<file path="src/rtl/bk_sector_ctrl.sv">
// rtl/bk_sector_ctrl.sv - backup RAM <-> SD sector transfer sequencer; optional autoload after cart download under `BK_AUTOLOAD_EN
module bk_sector_ctrl #(
  parameter int SECTORS = 16,
  parameter int LBA_W   = 4
) (
  input  logic        clk_sys,
  input  logic        reset,
  input  logic        cart_download,
  input  logic        img_mounted,
  input  logic        img_readonly,
  input  logic        img_size_nz,
  input  logic        load_req,
  input  logic        save_req,
  input  logic        format_req,
  input  logic        autosave,
  input  logic        osd_status,
  input  logic        bram_wr,
  input  logic        sd_ack,
  output logic [31:0] sd_lba,
  output logic        sd_rd,
  output logic        sd_wr,
  output logic        bk_ena,
  output logic        bk_busy,
  output logic        bk_loading,
  output logic        bk_pending,
  output logic        def_sel,
  output logic [1:0]  def_addr,
  output logic [15:0] def_data,
  output logic        def_we
);

  typedef enum logic [1:0] {
    ST_IDLE,
    ST_REQ,
    ST_XFER,
    ST_FORMAT
  } state_t;

  localparam logic [LBA_W-1:0] LBA_LAST = LBA_W'(SECTORS - 1);

  state_t           state;
  logic [LBA_W-1:0] lba_q;

  logic dl_old;
  logic load_old;
  logic save_old;
  logic fmt_old;
  logic auto_old;
  logic ack_old;
  logic fmt_latched;

  logic auto_term;
  logic dl_rise;
  logic dl_fall;
  logic load_rise;
  logic save_rise;
  logic fmt_rise;
  logic auto_rise;
  logic ack_rise;
  logic ack_fall;
  logic autoload_trig;
  logic load_trig;
  logic save_trig;
  logic start_xfer;
  logic fmt_go;
  logic ena_set;

  // Header words that make a freshly formatted backup RAM look valid to the core.
  function automatic logic [15:0] def_word(input logic [1:0] idx);
    case (idx)
      2'd0:    def_word = 16'h5548;
      2'd1:    def_word = 16'h4D42;
      2'd2:    def_word = 16'h8800;
      default: def_word = 16'h8010;
    endcase
  endfunction

  assign auto_term = bk_pending && osd_status && autosave;

  assign dl_rise   = cart_download && !dl_old;
  assign dl_fall   = !cart_download && dl_old;
  assign load_rise = load_req && !load_old;
  assign save_rise = save_req && !save_old;
  assign fmt_rise  = format_req && !fmt_old;
  assign auto_rise = auto_term && !auto_old;
  assign ack_rise  = sd_ack && !ack_old;
  assign ack_fall  = !sd_ack && ack_old;

`ifdef BK_AUTOLOAD_EN
  assign autoload_trig = dl_fall && img_size_nz && bk_ena;
`else
  assign autoload_trig = 1'b0;
  logic unused_autoload;
  assign unused_autoload = dl_fall & img_size_nz;
`endif

  assign load_trig  = load_rise || autoload_trig;
  assign save_trig  = save_rise || auto_rise;
  assign start_xfer = (state == ST_IDLE) && bk_ena && (load_trig || save_trig);
  assign fmt_go     = (state == ST_IDLE) && !start_xfer && (fmt_rise || fmt_latched);
  assign ena_set    = cart_download && img_mounted && !img_readonly;

  assign sd_lba = {{(32 - LBA_W){1'b0}}, lba_q};

  // Edge-detector history; also loaded during reset so no edge is seen on release.
  always_ff @(posedge clk_sys) begin
    dl_old   <= cart_download;
    load_old <= load_req;
    save_old <= save_req;
    fmt_old  <= format_req;
    auto_old <= auto_term;
    ack_old  <= sd_ack;
  end

  // Save image attach flag: a fresh download detaches, a writable mount during download attaches.
  always_ff @(posedge clk_sys) begin
    if (reset) begin
      bk_ena <= 1'b0;
    end else if (ena_set) begin
      bk_ena <= 1'b1;
    end else if (dl_rise) begin
      bk_ena <= 1'b0;
    end
  end

  // Dirty flag: core writes while the OSD is closed mark RAM newer than the image.
  always_ff @(posedge clk_sys) begin
    if (reset) begin
      bk_pending <= 1'b0;
    end else if (bk_ena && !osd_status && bram_wr) begin
      bk_pending <= 1'b1;
    end else if (bk_busy) begin
      bk_pending <= 1'b0;
    end
  end

  // Holds a format request that could not run immediately until the next free IDLE cycle.
  always_ff @(posedge clk_sys) begin
    if (reset) begin
      fmt_latched <= 1'b0;
    end else if (fmt_go) begin
      fmt_latched <= 1'b0;
    end else if (fmt_rise) begin
      fmt_latched <= 1'b1;
    end
  end

  // Transfer / format sequencer with registered handshake and default-write outputs.
  always_ff @(posedge clk_sys) begin
    if (reset) begin
      state      <= ST_IDLE;
      lba_q      <= '0;
      sd_rd      <= 1'b0;
      sd_wr      <= 1'b0;
      bk_busy    <= 1'b0;
      bk_loading <= 1'b0;
      def_sel    <= 1'b0;
      def_addr   <= 2'd0;
      def_data   <= 16'h0000;
      def_we     <= 1'b0;
    end else begin
      case (state)
        ST_IDLE: begin
          if (start_xfer) begin
            state      <= ST_REQ;
            lba_q      <= '0;
            bk_busy    <= 1'b1;
            bk_loading <= load_trig;
            sd_rd      <= load_trig;
            sd_wr      <= !load_trig;
          end else if (fmt_go) begin
            state    <= ST_FORMAT;
            def_sel  <= 1'b1;
            def_we   <= 1'b1;
            def_addr <= 2'd0;
            def_data <= def_word(2'd0);
          end
        end

        ST_REQ: begin
          if (ack_rise) begin
            sd_rd <= 1'b0;
            sd_wr <= 1'b0;
            state <= ST_XFER;
          end
        end

        ST_XFER: begin
          if (ack_fall) begin
            if (lba_q == LBA_LAST) begin
              state      <= ST_IDLE;
              bk_busy    <= 1'b0;
              bk_loading <= 1'b0;
            end else begin
              lba_q <= lba_q + 1'b1;
              sd_rd <= bk_loading;
              sd_wr <= !bk_loading;
              state <= ST_REQ;
            end
          end
        end

        ST_FORMAT: begin
          if (def_addr == 2'd3) begin
            state    <= ST_IDLE;
            def_sel  <= 1'b0;
            def_we   <= 1'b0;
            def_addr <= 2'd0;
            def_data <= 16'h0000;
          end else begin
            def_addr <= def_addr + 2'd1;
            def_data <= def_word(def_addr + 2'd1);
          end
        end

        default: state <= ST_IDLE;
      endcase
    end
  end

endmodule
</file>
<file path="config.mk">
export PLATFORM = sky130hd
export DESIGN_NAME = bk_sector_ctrl
export DESIGN_NICKNAME = d
export VERILOG_FILES = /design/src/rtl/bk_sector_ctrl.sv
export SDC_FILE = /design/constraint.sdc
export NUM_CORES = 1
export LEC_CHECK = 0
export BUFFER_PORTS_ARGS = -buffer_cell sky130_fd_sc_hd__buf_4
export CAP_MARGIN = 20
export CORE_UTILIZATION = 35
export CTS_CLUSTER_SIZE = 20
export DETAILED_ROUTE_END_ITERATION = 7
export GPL_TIMING_DRIVEN = 0
export PLACE_DENSITY = 0.66
export SLEW_MARGIN = 5
export SYNTH_ARGS = -nofsm -noshare
export SYNTH_HDL_FRONTEND = slang
export SYNTH_SLANG_ARGS = --single-unit
</file>
<file path="constraint.sdc">
create_clock -name clk_sys -period 1.8 [get_ports clk_sys]
set_input_delay 0.18 -clock clk_sys [delete_from_list [all_inputs] [get_ports clk_sys]]
set_output_delay 0.18 -clock clk_sys [all_outputs]
set_load 0.01 [all_outputs]
</file>
[Word-level counts from Yosys, hierarchy flattened]
Cells that the tools add are included.
Storage, ports and cells
  bits in registers: 38
  output and inout bits: 58
Cells by class
  $add $sub $neg: 2
  equal/unequal tests: 16
  muxes and demuxes: 42
  reductions and logical operators: 46
Operators by type and width (count)
  2-to-1 mux 16 bit: 3
  case mux 16 bit (3 select lines): 1
  case mux 16 bit (2 select lines): 1
  2-to-1 mux 1 bit: 18
  logical AND 1 bit: 17
  2-to-1 mux 2 bit: 8
  inequality test 2 bit, second input constant: 8
  AND reduction 4 bit: 4
  zero test 1 bit: 12
  2-to-1 mux 4 bit: 3
  == test 2 bit, second input constant: 4
  case mux 2 bit (4 select lines): 1
  case mux 4 bit (2 select lines): 1
  nonzero test 2 bit: 4
  case mux 1 bit (2 select lines): 3
  case mux 1 bit (3 select lines): 2
  AND reduction 5 bit: 1
  adder 4 x 1 -> 4 bit, second input constant: 1
  == test 2 x 1 -> 1 bit, second input constant: 2
  == test 4 bit, second input constant: 1
  zero test 2 bit: 2
  case mux 2 bit (2 select lines): 1
  logical OR 1 bit: 3
  inequality test 3 bit, second input constant: 1
  other kinds (4): 4

[Longest topological paths before layout]
  word-level depth: 12
  depth in mapped cells: 8
  gate-level depth less buffers: 7

[Least setup slack after synthesis]
Ideal clock, no wire load.
  path type: register to register
  from: reg state[0]
  to: reg lba_q[0]
  setup time: 0.117 ns
  arrival time: 1.612 ns
  slack: 0.070 ns
  stages on the path, launching flop included: 8
  path buffers: 0
  clock period less this slack: 1.730 ns
  path through: dfxtp_1 > inv_1 > ha_1 > inv_1 > mux2_2 > a21oi_2 > nand2_1 > a32o_1
On the way
  word-level cells in the longest chain between the ends: 5
  elaborated cells on any way between the ends: 10
  classes of those cells: eq/ne: 4; mux: 1; reduce/logical: 5
RTL lines
  start, declared: RTL line 41  | state_t state;
  start signal, assigned: RTL line 151  | state <= ST_IDLE;
  start signal, assigned: RTL line 165  | state <= ST_REQ;
  start signal, assigned: RTL line 172  | state <= ST_FORMAT;
  zero test 2 bit: RTL line 99, 162
  logical AND 1 bit (2 in series): RTL line 99  | assign start_xfer = (state == ST_IDLE) && bk_ena && (load_trig || save_trig);
  inequality test 2 bit (no source line)
  AND reduction 4 bit (no source line)
  end signal, assigned: RTL line 195  | lba_q <= lba_q + 1'b1;
  end, declared: RTL line 42  | logic [LBA_W-1:0] lba_q;
Parallel ways exist; a longest one is shown, timed or not.
A chain may end at the register's enable or synchronous reset.

[Worst setup path in the final report]
  from: reg state[0]
  to: reg lba_q[2]
The elaborated chain is that of the path after synthesis.

==> impl_metrics.json <==
{
  "rows": 24,
  "critPathCapture": "lba_q[2]$_SDFFE_PP0P_",
  "htreeDepth": 1,
  "clock.fmax_ghz": 0.586,
  "die_y_um": 70.1,
  "crit_buf_inv": 3,
  "final.setup.tns_ps": 0,
  "drt_iter0_drc": 53,
  "ys_ff_latch": 27,
  "synth-edff-count": 0,
  "io-pin-count": 71,
  "wl_um": 3120,
  "slew_headroom": 0.654,
  "synth.area.top_cells": "dfxtp_1 33%, buf_4 19%, ha_1 6.9%, a21oi_1 3.4%, inv_1 2.5%",
  "diodes": 0,
  "cp_max_fo": 7,
  "vdd_drop_max_mv": 0.632,
  "timing.final.crit_share": 0.948,
  "tightest_slew_ps": 519,
  "multi_input_area_um2": 866,
  "clock_latency_ps": 270,
  "yosysTopAreaCell": "dfxtp_1",
  "final-hold-violation-count": 0,
  "synth_cells": 183,
  "avgSynthCellArea_um2": 8.87,
  "r2r_slack_ps": 90,
  "fin_skew_ps": 1.95,
  "syn-cell-area_um2": 1620,
  "rsz0062_at_grt": "yes",
  "coreArea_um2": 4410,
  "final-seq-area_um2": 542,
  "gp_congestion": 0.810,
  "clk_pin_slew_ps": 90,
  "r2r_start": "state[0]$_SDFFE_PP0P_",
  "final_antenna_net_count": 0,
  "portBuffers": 35,
  "hold_ws_ps": 10.9,
  "antenna_found_initial": 0,
  "endpoint_kind": "flip-flop",
  "cp-startpoint": "state[0]$_SDFFE_PP0P_",
  "path_delay_family": "compound AO/OA/AOI/OAI gates",
  "drt_pass1_iterations": 4,
  "setup_ws_ps": 92.7,
  "clock_sinks": 27,
  "pre_cts_ws_ps": -166,
  "clockBufferDepth": 2,
  "power.leakage_nw": 1.09,
  "synthTopCellsByCount": "40 x buf_4, 27 x dfxtp_1, 11 x a21oi_1, 11 x inv_1, 9 x ha_1",
  "crit_slowest_cell": "dfxtp_2",
  "reg2reg_depth": 8,
  "cp-start-kind": "flip-flop",
  "remaining_drc_errors": 0,
  "path_cells": "inv_2, ha_4, inv_1, mux2_2, a21oi_4, buf_4, a21oi_1, a211oi_1",
  "track_usage": 0.130,
  "seq_area_frac_synth": 0.333,
  "holdCritPathClass": "primary input to flip-flop",
  "cts_made_buffers": 3,
  "wl_per_cell_um": 10.1,
  "cts-root-buf": "clkbuf_8",
  "status": "finished clean",
  "drive_gt1_frac": 0.368,
  "synth_ff_type": "dfxtp_1",
  "slew_viol_final": 0,
  "syn2layout_area_growth_pct": 34.2,
  "dieArea_um2": 4910,
  "via_per_inst": 4.47,
  "cap_violations": 0,
  "fin_crit_ps": 1710,
  "worst_path_largest_cell_delay_ps": 350,
  "timing.rr.end": "lba_q[2]$_SDFFE_PP0P_",
  "grt_pass1_wl_um": 5210,
  "worstPathArrival_ps": 1900,
  "criticalPathCategory": "flip-flop to flip-flop",
  "synth.top_cell.area_share": 0.333,
  "start_util": 0.368,
  "via_count": 1385,
  "setup_viol": 0,
  "p_per_area_nw_per_um2": 1090,
  "finalNetCount": 281,
  "yosysMostFrequentCell": "buf_4",
  "dp_hpwl_um": 2330,
  "cts_tree": "yes",
  "grt_pass1_vias": 1183,
  "final_util": 0.493,
  "grt_max_degree": 15,
  "num-fill-cells": 432,
  "synth_cell_type_count": 40,
  "yosysWarnings": 0,
  "async_flop_share": 0,
  "crit_cells": 8,
  "crit_required_ps": 1990,
  "die_x_um": 70.1,
  "grt-ovfl-total": 0
}
-- power breakdown --
group | switching [mW] | internal, mW | total (mW)
registers | 0.0682 | 0.680 | 0.749
clock network | 0.185 | 0.159 | 0.344
logic | 0.664 | 0.620 | 1.28
-- layer usage --
| layer | wire length, um | track usage | up-vias |
|---|---|---|---|
| li1 | - | - | 717 |
| met1 | 1400 | 0.156 | 606 |
| met2 | 1450 | 0.229 | 56 |
| met3 | 243 | 0.0404 | 6 |
| met4 | 32 | 0.0200 | 0 |
| met5 | 0 | 0 | - |
-- cell usage in the layout (no fill, tap or decap), drive strengths merged --
cell type    count
a41o             2
a21oi           12
o221ai           1
nor3b            4
nand3            6
o31a             3
clkbuf           8
conb            34
a31o             1
and2             2
dfxtp           27
nor2b            2
nor2             8
o31ai            3
a211oi           3
and4b            1
dlygate4sd3      1
nor3             3
a311oi           3
and3             1
nand4            2
xor2             1
o21ai            6
or2              1
ha               9
a32o             2
mux2             1
buf             78
nand2            8
nand3b           2
o21a             1
inv             11
a21o             1
mux2i            3
nand2b           4
o32ai            3
-- flip-flops by register name, indices dropped and copies added (netlist names) --
| name | count |
|---|---|
| def_data | 6 |
| lba_q | 4 |
| state | 2 |
| ack_old | 1 |
| auto_old | 1 |
| bk_busy | 1 |
| bk_ena | 1 |
| bk_loading | 1 |
| bk_pending | 1 |
| def_addr | 1 |
| def_we | 1 |
| dl_old | 1 |
| fmt_latched | 1 |
| fmt_old | 1 |
| load_old | 1 |
| save_old | 1 |
| sd_rd | 1 |
| sd_wr | 1 |
-- cell families (layout without fill, tap and decap cells) --
group                      count (synthesis)  count (layout)  synth area share
adders and majority gates                  9               9            0.0694
xor gates and xnor gates                   1               1           0.00540
muxes                                      4               4            0.0254
buffers and inverters                     56              98             0.227
AOI/OAI and AO/OA                         41              41             0.191
and+or+nand+nor                           44              44             0.146
DFF                                       27              27             0.333
other                                      1              34           0.00231
-- worst reg2reg max path, delay by kind of cell, from the launching register on --
| kind | cells | cell delay, ps |
|---|---|---|
| AO/OA/AOI/OAI | 3 | 410 |
| adder cells (fa/ha/maj) | 1 | 190 |
| buffers and inverters | 3 | 370 |
| flip-flops | 1 | 350 |
| multiplexers | 1 | 310 |
-- stage by stage --
step	std cells	power [mW]	area, um2
2_1_floorplan	216	1.61	1750
3_3_place_gp	303	1.89	2070
3_5_place_dp	303	1.90	2070
4_1_cts	307	2.32	2150
5_1_grt	310	2.56	2180
6_report	310	2.38	2180
-- worst min-delay path by stage --
stage / startpoint / end / slack [ps] / cells after the start
6_report: save_req / save_old$_DFF_P_ / 10 / 1
4_1_cts: load_req / load_old$_DFF_P_ / 6 / 1
2_1_floorplan: sd_ack / ack_old$_DFF_P_ / 210 / 0
5_1_grt: save_req / save_old$_DFF_P_ / 4 / 1
3_3_place_gp: save_req / save_old$_DFF_P_ / 290 / 1
3_5_place_dp: load_req / load_old$_DFF_P_ / 290 / 1
-- area by class of cell --
| class | instances | area share |
|---|---|---|
| Timing Repair Buffer | 38 | 0.132 |
| Sequential cell | 27 | 0.249 |
| Inverter | 11 | 0.0190 |
| Multi-Input combinational cell | 133 | 0.398 |
| Tap cell | 52 | 0.0299 |
| Clock buffer | 4 | 0.0207 |
| Buffer | 45 | 0.152 |
-- what timing repair did --
action | CTS | global route
resized for setup | 5 | 6
hold buffers | 0 | 1
setup endpoints to repair | 8 | 14
setup buffers | 0 | 2
pin swaps | 0 | 2
hold endpoints to repair | 0 | 1
(Power assumes the default switching activity.)
